## src/rtl/i2c_reg_arb.sv

```systemverilog
// rtl/i2c_reg_arb.sv - round-robin arbiter with per-requester lock between two I2C slave engines and the register file
// Optional lock-idle timeout is built when I2C_REG_ARB_TIMEOUT_EN is defined.
module i2c_reg_arb #(
  parameter int AW      = 8,
  parameter int DW      = 8,
  parameter int RD_LAT  = 1,
  parameter int TMO_CYC = 65535
) (
  input  logic          SYSCLK,
  input  logic          RESET,
  input  logic          REQ0,
  input  logic          REQ1,
  input  logic          LOCK0,
  input  logic          LOCK1,
  input  logic          WE0,
  input  logic          WE1,
  input  logic [AW-1:0] ADDR0,
  input  logic [AW-1:0] ADDR1,
  input  logic [DW-1:0] WDATA0,
  input  logic [DW-1:0] WDATA1,
  output logic          ACK0,
  output logic          ACK1,
  output logic [DW-1:0] RDATA0,
  output logic [DW-1:0] RDATA1,
  output logic          REG_SEL,
  output logic          REG_WE,
  output logic [AW-1:0] REG_ADDR,
  output logic [DW-1:0] REG_WDATA,
  input  logic [DW-1:0] REG_RDATA,
  output logic          OWNER,
  output logic          BUSY,
  output logic          TMO_FLAG
);
  localparam logic [1:0] IDLE  = 2'd0;
  localparam logic [1:0] ISSUE = 2'd1;
  localparam logic [1:0] WAIT  = 2'd2;
  localparam logic [1:0] DONE  = 2'd3;
  localparam logic [1:0] WAIT_LAST = 2'(RD_LAT - 1);

  logic [1:0]    state_q, state_d;
  logic [1:0]    wcnt_q, wcnt_d;
  logic          ptr_q, ptr_d;
  logic          lock_q, lock_d;
  logic          owner_q, owner_d;
  logic          we_q, we_d;
  logic          cap_lock_q, cap_lock_d;
  logic [AW-1:0] addr_q, addr_d;
  logic [DW-1:0] wdata_q, wdata_d;
  logic [DW-1:0] rdata0_q, rdata0_d;
  logic [DW-1:0] rdata1_q, rdata1_d;
  logic          own_req, own_lock, tmo_hit, grant, win;

  // The lock always belongs to the last granted requester.
  assign own_req  = owner_q ? REQ1 : REQ0;
  assign own_lock = owner_q ? LOCK1 : LOCK0;

`ifdef I2C_REG_ARB_TIMEOUT_EN
  localparam logic [15:0] TMO_LAST = 16'(TMO_CYC - 1);
  logic [15:0] tcnt_q;
  logic        tmo_q, tmo_run;

  assign tmo_run = (state_q == IDLE) && lock_q && own_lock && !own_req;
  assign tmo_hit = tmo_run && (tcnt_q == TMO_LAST);

  always_ff @(posedge SYSCLK) begin
    if (RESET) begin
      tcnt_q <= '0;
      tmo_q  <= 1'b0;
    end else begin
      tcnt_q <= tmo_run ? tcnt_q + 16'd1 : '0;
      tmo_q  <= tmo_hit;
    end
  end

  assign TMO_FLAG = tmo_q;
`else
  assign tmo_hit  = 1'b0;
  assign TMO_FLAG = 1'b0;
`endif

  always_comb begin
    state_d    = state_q;
    wcnt_d     = wcnt_q;
    ptr_d      = ptr_q;
    lock_d     = lock_q;
    owner_d    = owner_q;
    we_d       = we_q;
    cap_lock_d = cap_lock_q;
    addr_d     = addr_q;
    wdata_d    = wdata_q;
    rdata0_d   = rdata0_q;
    rdata1_d   = rdata1_q;
    grant      = 1'b0;
    win        = 1'b0;
    case (state_q)
      IDLE: begin
        if (tmo_hit) begin
          lock_d = 1'b0;
          ptr_d  = ~owner_q;
        end else begin
          if (lock_q && own_lock) begin
            grant = own_req;
            win   = owner_q;
          end else begin
            lock_d = 1'b0;
            if (REQ0 && REQ1) begin
              grant = 1'b1;
              win   = ptr_q;
              ptr_d = ~ptr_q;
            end else begin
              grant = REQ0 | REQ1;
              win   = REQ1;
            end
          end
          if (grant) begin
            owner_d    = win;
            we_d       = win ? WE1 : WE0;
            addr_d     = win ? ADDR1 : ADDR0;
            wdata_d    = win ? WDATA1 : WDATA0;
            cap_lock_d = win ? LOCK1 : LOCK0;
            state_d    = ISSUE;
          end
        end
      end
      ISSUE: begin
        wcnt_d  = '0;
        state_d = we_q ? DONE : WAIT;
      end
      WAIT: begin
        if (wcnt_q == WAIT_LAST) begin
          if (owner_q) rdata1_d = REG_RDATA;
          else         rdata0_d = REG_RDATA;
          state_d = DONE;
        end else begin
          wcnt_d = wcnt_q + 2'd1;
        end
      end
      default: begin
        lock_d  = cap_lock_q;
        state_d = IDLE;
      end
    endcase
  end

  always_ff @(posedge SYSCLK) begin
    if (RESET) begin
      state_q    <= IDLE;
      wcnt_q     <= '0;
      ptr_q      <= 1'b0;
      lock_q     <= 1'b0;
      owner_q    <= 1'b0;
      we_q       <= 1'b0;
      cap_lock_q <= 1'b0;
      addr_q     <= '0;
      wdata_q    <= '0;
      rdata0_q   <= '0;
      rdata1_q   <= '0;
    end else begin
      state_q    <= state_d;
      wcnt_q     <= wcnt_d;
      ptr_q      <= ptr_d;
      lock_q     <= lock_d;
      owner_q    <= owner_d;
      we_q       <= we_d;
      cap_lock_q <= cap_lock_d;
      addr_q     <= addr_d;
      wdata_q    <= wdata_d;
      rdata0_q   <= rdata0_d;
      rdata1_q   <= rdata1_d;
    end
  end

  assign REG_SEL   = (state_q == ISSUE);
  assign REG_WE    = REG_SEL & we_q;
  assign REG_ADDR  = addr_q;
  assign REG_WDATA = wdata_q;
  assign ACK0      = (state_q == DONE) && !owner_q;
  assign ACK1      = (state_q == DONE) && owner_q;
  assign RDATA0    = rdata0_q;
  assign RDATA1    = rdata1_q;
  assign OWNER     = owner_q;
  assign BUSY      = (state_q != IDLE);
endmodule
```

## config.mk

```make
export PLATFORM = sky130hd
export DESIGN_NAME = i2c_reg_arb
export DESIGN_NICKNAME = d
export VERILOG_FILES = /design/src/rtl/i2c_reg_arb.sv
export SDC_FILE = /design/constraint.sdc
export NUM_CORES = 1
export LEC_CHECK = 0
export CORE_MARGIN = 5
export CORE_UTILIZATION = 46
export CTS_BUF_LIST = sky130_fd_sc_hd__clkbuf_4 sky130_fd_sc_hd__clkbuf_8 sky130_fd_sc_hd__clkbuf_16
export DETAILED_ROUTE_END_ITERATION = 16
export GPL_TIMING_DRIVEN = 0
export PLACE_DENSITY = 0.86
export SYNTH_ARGS = -nofsm -noshare
export SYNTH_HDL_FRONTEND = slang
export SYNTH_SLANG_ARGS = --single-unit
export TNS_END_PERCENT = 30
```

## constraint.sdc

```tcl
create_clock -name SYSCLK -period 4.2 [get_ports SYSCLK]
set_clock_uncertainty 0.15 [all_clocks]
set_input_delay 0.84 -clock SYSCLK [delete_from_list [all_inputs] [get_ports SYSCLK]]
set_output_delay 0.84 -clock SYSCLK [all_outputs]
set_load 0.05 [all_outputs]
```

==> flow_metrics.env, run 1 <==
export IMPL_fin_util_pct=70.7
export IMPL_synth_seq_area_share_pct=39.8
export IMPL_slowest_delay_ns=0.83
export IMPL_synthTopCellsByArea="dfxtp_1 (40%), mux2i_1 (7.8%), a311oi_2 (7.3%)"
export IMPL_root_buffer="clkbuf_8"
export IMPL_die_x_um=77.0
export IMPL_grt_pass1_wl_um=8910
export IMPL_tns_ns=0
export IMPL_cp_required_ns=3.21
export IMPL_power_density_nw_per_um2=635
export IMPL_synth_adder_area_share_pct=3.03
export IMPL_grt_pass1_vias=1958
export IMPL_synth_top_area_cell="dfxtp_1"
export IMPL_relSlewSlack_pct=56.7
export IMPL_irDropWorstVdd_mv=0.398
export IMPL_wl_per_cell_um=14.7
export IMPL_ys_seq_elements=41
export IMPL_finalHoldViolCount=0
export IMPL_cts_buffers=5
export IMPL_cp_top_family="buffers and inverters"
export IMPL_layout_nets=365
export IMPL_layout_drive_gt1_share_pct=13.7
export IMPL_min_path_type="flop to flop"
export IMPL_max_freq_ghz=0.338
export IMPL_synth_cells_most_frequent="dfxtp_1 (41), nor2_1 (40), nand3_1 (19)"
export IMPL_synth_mux_area_share_pct=8.30
export IMPL_dpl_cell_area_sq_um=2960
export IMPL_synthesis_instances=222
export IMPL_reg2reg_depth=8
export IMPL_critical_path_class="flop to primary output"
export IMPL_synth_flop_cell="dfxtp_1"
export IMPL_routed_wl_um=5380
export IMPL_insertion_delay_ns=0.29
export IMPL_end_kind="primary output"
export IMPL_finalSetupViolCount=0
export IMPL_tightest_slew_ns=0.649
export IMPL_start_util_pct=47.4
export IMPL_gp_congestion=0.789
export IMPL_status="finished clean"
export IMPL_clockBufferDepth=2
export IMPL_cts_hold_buffers_added=0
export IMPL_placementRows=24
export IMPL_yosysWarnings=0
export IMPL_cts_sinks=41
export IMPL_synthesis_area_sq_um=2060
export IMPL_drcViolationCount=0
export IMPL_yosysUniqueCellTypes=42
export IMPL_critPathArrivalTime_ns=1.97
export IMPL_pin_count=87
export IMPL_grt_setup_unrepaired="false"
export IMPL_core_area_sq_um=4350
export IMPL_cts_resized=0
export IMPL_synthXorXnorAreaFrac_pct=0.424
export IMPL_synth_most_common_cell="dfxtp_1"
export IMPL_synth_compound_area_share_pct=21.6
export IMPL_cts_setup_buffers=0
export IMPL_vias_per_cell=5.36
export IMPL_chipHeight_um=77.0
export IMPL_cap_violations=0
export IMPL_drt_iter0_markers=66
export IMPL_synth_edf_count=0
export IMPL_cts_tree="built"
export IMPL_startpoint_type="flop"
export IMPL_power_mw=1.95
export IMPL_antenna_found_initial=0
export IMPL_io_buffers=83
export IMPL_overflow=0
export IMPL_ant_nets=0
export IMPL_crit_chain="inv_1 > ha_1 > inv_2 > clkdlybuf4s50_1"
export IMPL_critPathBufInv=3
export IMPL_min_period_ns=2.96
export IMPL_grt_max_degree=13
export IMPL_synth_top_area_share_pct=39.8
export IMPL_syn_nets=275
export IMPL_final_cell_area_sq_um=3080
export IMPL_area_growth_synth_to_final_pct=49.2
export IMPL_timing_final_crit_share_pct=70.5
export IMPL_slowest_stage="clkdlybuf4s50_1"
export IMPL_whs_path_depth=2
export IMPL_synth_async_reset_ratio_pct=0
export IMPL_path_depth=4
export IMPL_grt_use_total_pct=18.1
export IMPL_synth_avg_cell_area_sq_um=9.30
export IMPL_synth_simple_area_share_pct=19.6
export IMPL_p_leak_nw=1.22
export IMPL_num_vias=1957
export IMPL_htreeDepth=2
export IMPL_drv_slew=0
export IMPL_antenna_cells=0
export IMPL_die_area_sq_um=5930
export IMPL_crit_fanout=5
export IMPL_dpl_hpwl_um=4030
export IMPL_clk_pin_slew_ns=0.08
export IMPL_firstDrtPassIters=4
export IMPL_synth_top_family_by_area="compound AO/OA/AOI/OAI gates"
==> layout by cell type, fill, tap and decap left out, types with 2 or more instances in the layout <==
cell type,synthesis,layout
a311oi_1,7,7
clkdlybuf4s50_1,0,83
o21ai_0,17,17
nor3_1,2,2
ha_1,5,5
nor2b_1,2,2
nand2_1,3,3
buf_2,8,8
buf_4,3,3
mux2i_1,16,16
and2_1,2,2
a31o_2,2,2
a311oi_2,10,10
nand3_1,19,19
nor2_1,40,40
a21oi_1,4,4
nand2b_1,3,3
clkbuf_1,5,5
clkbuf_8,0,6
inv_1,6,6
buf_6,3,3
dfxtp_1,41,41
a211oi_1,3,3
==> power by group <==
group | internal, mW | leakage, nW | switching, mW
Sequential | 0.488 | 0.336 | 0.0527
Combinational | 0.408 | 0.827 | 0.676
Clock | 0.200 | 0.0619 | 0.130
==> cell type report <==
class,instances,area [sq um]
buffer,20,120
clock inverter,1,30.0
clock buffer,7,90.1
timing repair buffer,83,831
multi-input combinational,154,1100
inverter,7,26.3
sequential,41,821
tap,52,65.1
fill,338,1270
==> layer usage <==
metal | vias to the layer above | wire (um) | GRT usage [%]
li1 | 979 | - | -
met1 | 899 | 2270 | 22.1
met2 | 73 | 2510 | 29.7
met3 | 6 | 550 | 7.26
met4 | 0 | 54 | 4.64
met5 | - | 0 | 0
==> final timing paths <==
check / to / from / slack (ns)
max: BUSY / state_q[1] / 1.24
min: RDATA1[5] / RDATA1[5] / 0.34
max reg2reg: REG_ADDR[2] / state_q[1] / 2.17
min reg2reg: RDATA1[5] / RDATA1[5] / 0.34
==> flip-flops by register name, indices dropped and copies added (netlist names) <==
register and count:
OWNER 1, RDATA0 8, RDATA1 8, REG_ADDR 8, REG_WDATA 8, cap_lock_q 1
lock_q 1, ptr_q 1, state_q 2, wcnt_q 2, we_q 1
==> tightest hold or removal path, stage by stage (launching register included) <==
cell and delay (ns):
dfxtp_1 0.33, mux2i_1 0.07, nor2_1 0.07
==> through the flow <==
| stage | instances | hold WS, ns | setup WS, ns |
|---|---|---|---|
| final | 365 | 0.344 | 1.24 |
| after global routing | 365 | 0.374 | 1.14 |
| after CTS | 365 | 0.352 | 1.22 |
| after floorplan | 222 | 0.315 | 1.78 |
| after global placement | 357 | 0.325 | 1.32 |
| after detailed placement | 357 | 0.334 | 1.32 |
==> logic make-up after synthesis <==
kind of cell | count (synthesis)
buffers and inverters | 27
AOI/OAI and AO/OA | 52
adders and majority gates | 5
DFF | 41
muxes | 17
and+or+nand+nor | 78
xor gates and xnor gates | 1
other | 1
Note: power is estimated with default switching activity, not from simulation.
==> run 2, diff against run 1 <==
Settings changed: CORE_UTILIZATION 46 to 38, PLACE_DENSITY 0.86 to 0.76.
Clock period 4.2 ns to 2.6 ns, I/O delays scaled along.
==> run 2 against run 1 <==
Critical path depth is 1 lower. Sequential power grew 61%. Largest power group unchanged. Largest cell class unchanged. Register-to-register slack got worse by 1.6 ns. Flip-flop and latch count stayed put. Clock power up 66%. Sequential share of layout area shrank 0.20 points. Core utilization is 11 points lower. Cell count increased by 4.9%. Combinational power rose by 60%. Routed wire length increased by 1.1%. Clock-buffer cell count stayed put.
==> flow_metrics.env, run 2 (synthesis gave the netlist of run 1 again) <==
export IMPL_num_fill_cells=472
export IMPL_gp_congestion=0.753
export IMPL_layout_commonest_cell="clkdlybuf4s50_1"
export IMPL_clk_pin_slew_ns=0.08
export IMPL_critPathArrivalTime_ns=1.83
export IMPL_die_area_sq_um=7010
export IMPL_multi_input_area_sq_um=1100
export IMPL_end_kind="primary output"
export IMPL_cts_sinks=41
export IMPL_cp_required_ns=1.93
export IMPL_grt_use_total_pct=15.5
export IMPL_p_int_mw=1.76
export IMPL_firstDrtPassIters=4
export IMPL_num_vias=1954
export IMPL_overflow=0
export IMPL_gr_usage_met1_pct=19.3
export IMPL_p_seq_share_pct=27.6
export IMPL_drt_iter0_markers=60
export IMPL_min_period_ns=2.50
export IMPL_pin_count=87
export IMPL_chipHeight_um=83.7
export IMPL_pre_cts_ws_ns=0.0333
export IMPL_seqCellArea_sq_um=821
export IMPL_status="finished clean"
export IMPL_clockBufferDepth=2
export IMPL_ant_nets=0
export IMPL_cts_setup_buffers=0
export IMPL_area_growth_synth_to_final_pct=50.4
export IMPL_layout_nets=365
export IMPL_layout_drive_gt1_share_pct=13.7
export IMPL_vias_per_cell=5.10
export IMPL_finalHoldViolCount=0
export IMPL_core_area_sq_um=5200
export IMPL_p_leak_nw=1.24
export IMPL_htreeDepth=2
export IMPL_placementRows=26
export IMPL_tightest_slew_ns=0.647
export IMPL_min_path_type="flop to flop"
export IMPL_insertion_delay_ns=0.29
export IMPL_grt_pass1_vias=1957
export IMPL_root_buffer="clkbuf_8"
export IMPL_switching_share_pct=44.1
export IMPL_irDropWorstVdd_mv=0.438
export IMPL_crit_chain="buf_6 > and2_1 > clkdlybuf4s50_1"
export IMPL_use_met3_pct=5.13
export IMPL_wl_per_cell_um=14.2
export IMPL_cts_tree="built"
export IMPL_layout_common_cells="clkdlybuf4s50_1 (81), dfxtp_1 (41), nor2_1 (40)"
export IMPL_tns_ns=0
export IMPL_cts_buffers=5
export IMPL_grt_pass1_wl_um=9010
export IMPL_crit_fanout=10
export IMPL_use_met2_pct=25.1
export IMPL_io_buffers=83
export IMPL_critical_path_class="flop to primary output"
export IMPL_max_freq_ghz=0.400
export IMPL_grt_setup_unrepaired="false"
export IMPL_power_density_nw_per_um2=1010
export IMPL_timing_final_crit_share_pct=96.1
export IMPL_critPathBufInv=2
export IMPL_startpoint_type="flop"
export IMPL_finalSetupViolCount=0
export IMPL_slowest_stage="clkdlybuf4s50_1"
export IMPL_grt_max_degree=13
export IMPL_cts_hold_buffers_added=0
export IMPL_slowest_delay_ns=0.81
export IMPL_p_comb_share_pct=55.0
export IMPL_setup_slack_ns=0.101
export IMPL_antenna_found_initial=0
export IMPL_die_x_um=83.7
export IMPL_drcViolationCount=0
export IMPL_dpl_hpwl_um=4110
export IMPL_clockPowerShare_pct=17.4
export IMPL_cp_top_family="buffers and inverters"
export IMPL_top_usage_layer="met2"
export IMPL_cap_violations=0
export IMPL_antenna_cells=0
export IMPL_start_util_pct=39.7
export IMPL_routed_wl_um=5440
export IMPL_drv_slew=0
export IMPL_relSlewSlack_pct=56.9
export IMPL_p_switching_mw=1.39
==> run 2: cell types whose count changed in the layout (fill, tap and decap cells not counted) <==
cell             change
dlymetal6s2s_1       +1
clkdlybuf4s50_1      -2
dlygate4sd2_1        +1
==> run 2: worst min-delay path, stage by stage, from the launching register on <==
cell      delay [ns]
dfxtp_1         0.32
nor2_1          0.09
a311oi_1        0.05
==> run 2: layout make-up <==
cell class	instances	area share [%]
multi-input combinational	154	35.3
timing repair buffer	83	26.8
sequential	41	26.4
buffer	20	3.87
clock buffer	7	2.90
tap	70	2.82
clock inverter	1	0.967
inverter	7	0.846
==> run 2: worst paths after layout <==
| path | cells past startpoint | startpoint | endpoint | slack, ns |
|---|---|---|---|---|
| setup / recovery | 3 | OWNER | ACK1 | 0.10 |
| hold / removal | 2 | REG_WDATA[2] | REG_WDATA[2] | 0.35 |
| setup reg to reg | 8 | state_q[1] | REG_ADDR[6] | 0.59 |
| hold reg to reg | 2 | REG_WDATA[2] | REG_WDATA[2] | 0.35 |
==> run 2: layer usage <==
layer  part of all wire, %  wire length [um]
met5                     0                 0
met4                   1.6                88
met3                   8.8               478
met2                    43              2360
met1                    46              2510
==> run 2: power by group through the flow <==
stage | Clock [mW] | Sequential, mW | Combinational, mW
4_1_cts | 0.555 | 0.871 | 1.74
2_1_floorplan | 0 | 1.31 | 0.806
3_5_place_dp | 0 | 0.885 | 1.75
5_1_grt | 0.579 | 0.892 | 1.86
6_report | 0.548 | 0.869 | 1.73
3_3_place_gp | 0 | 0.882 | 1.74
==> run 2: per-stage QoR <==
step                      cells  hold slack (ns)  power (mW)  cell area [sq um]  utilization [%]
after detailed placement    375            0.333        2.63               2980             57.3
final                       383            0.348        3.15               3100             59.6
after CTS                   383            0.352        3.17               3100             59.6
after global placement      375            0.328        2.62               2980             57.3
after global routing        383            0.377        3.33               3100             59.6
after floorplan             222            0.315        2.11               2060                -
==> run 2: repair_timing <==
action / 4_1_cts / 5_1_grt
endpoints found under the setup margin: 1 / 1
gates resized for setup: 1 / 1
endpoints found under the hold margin: 0 / 0
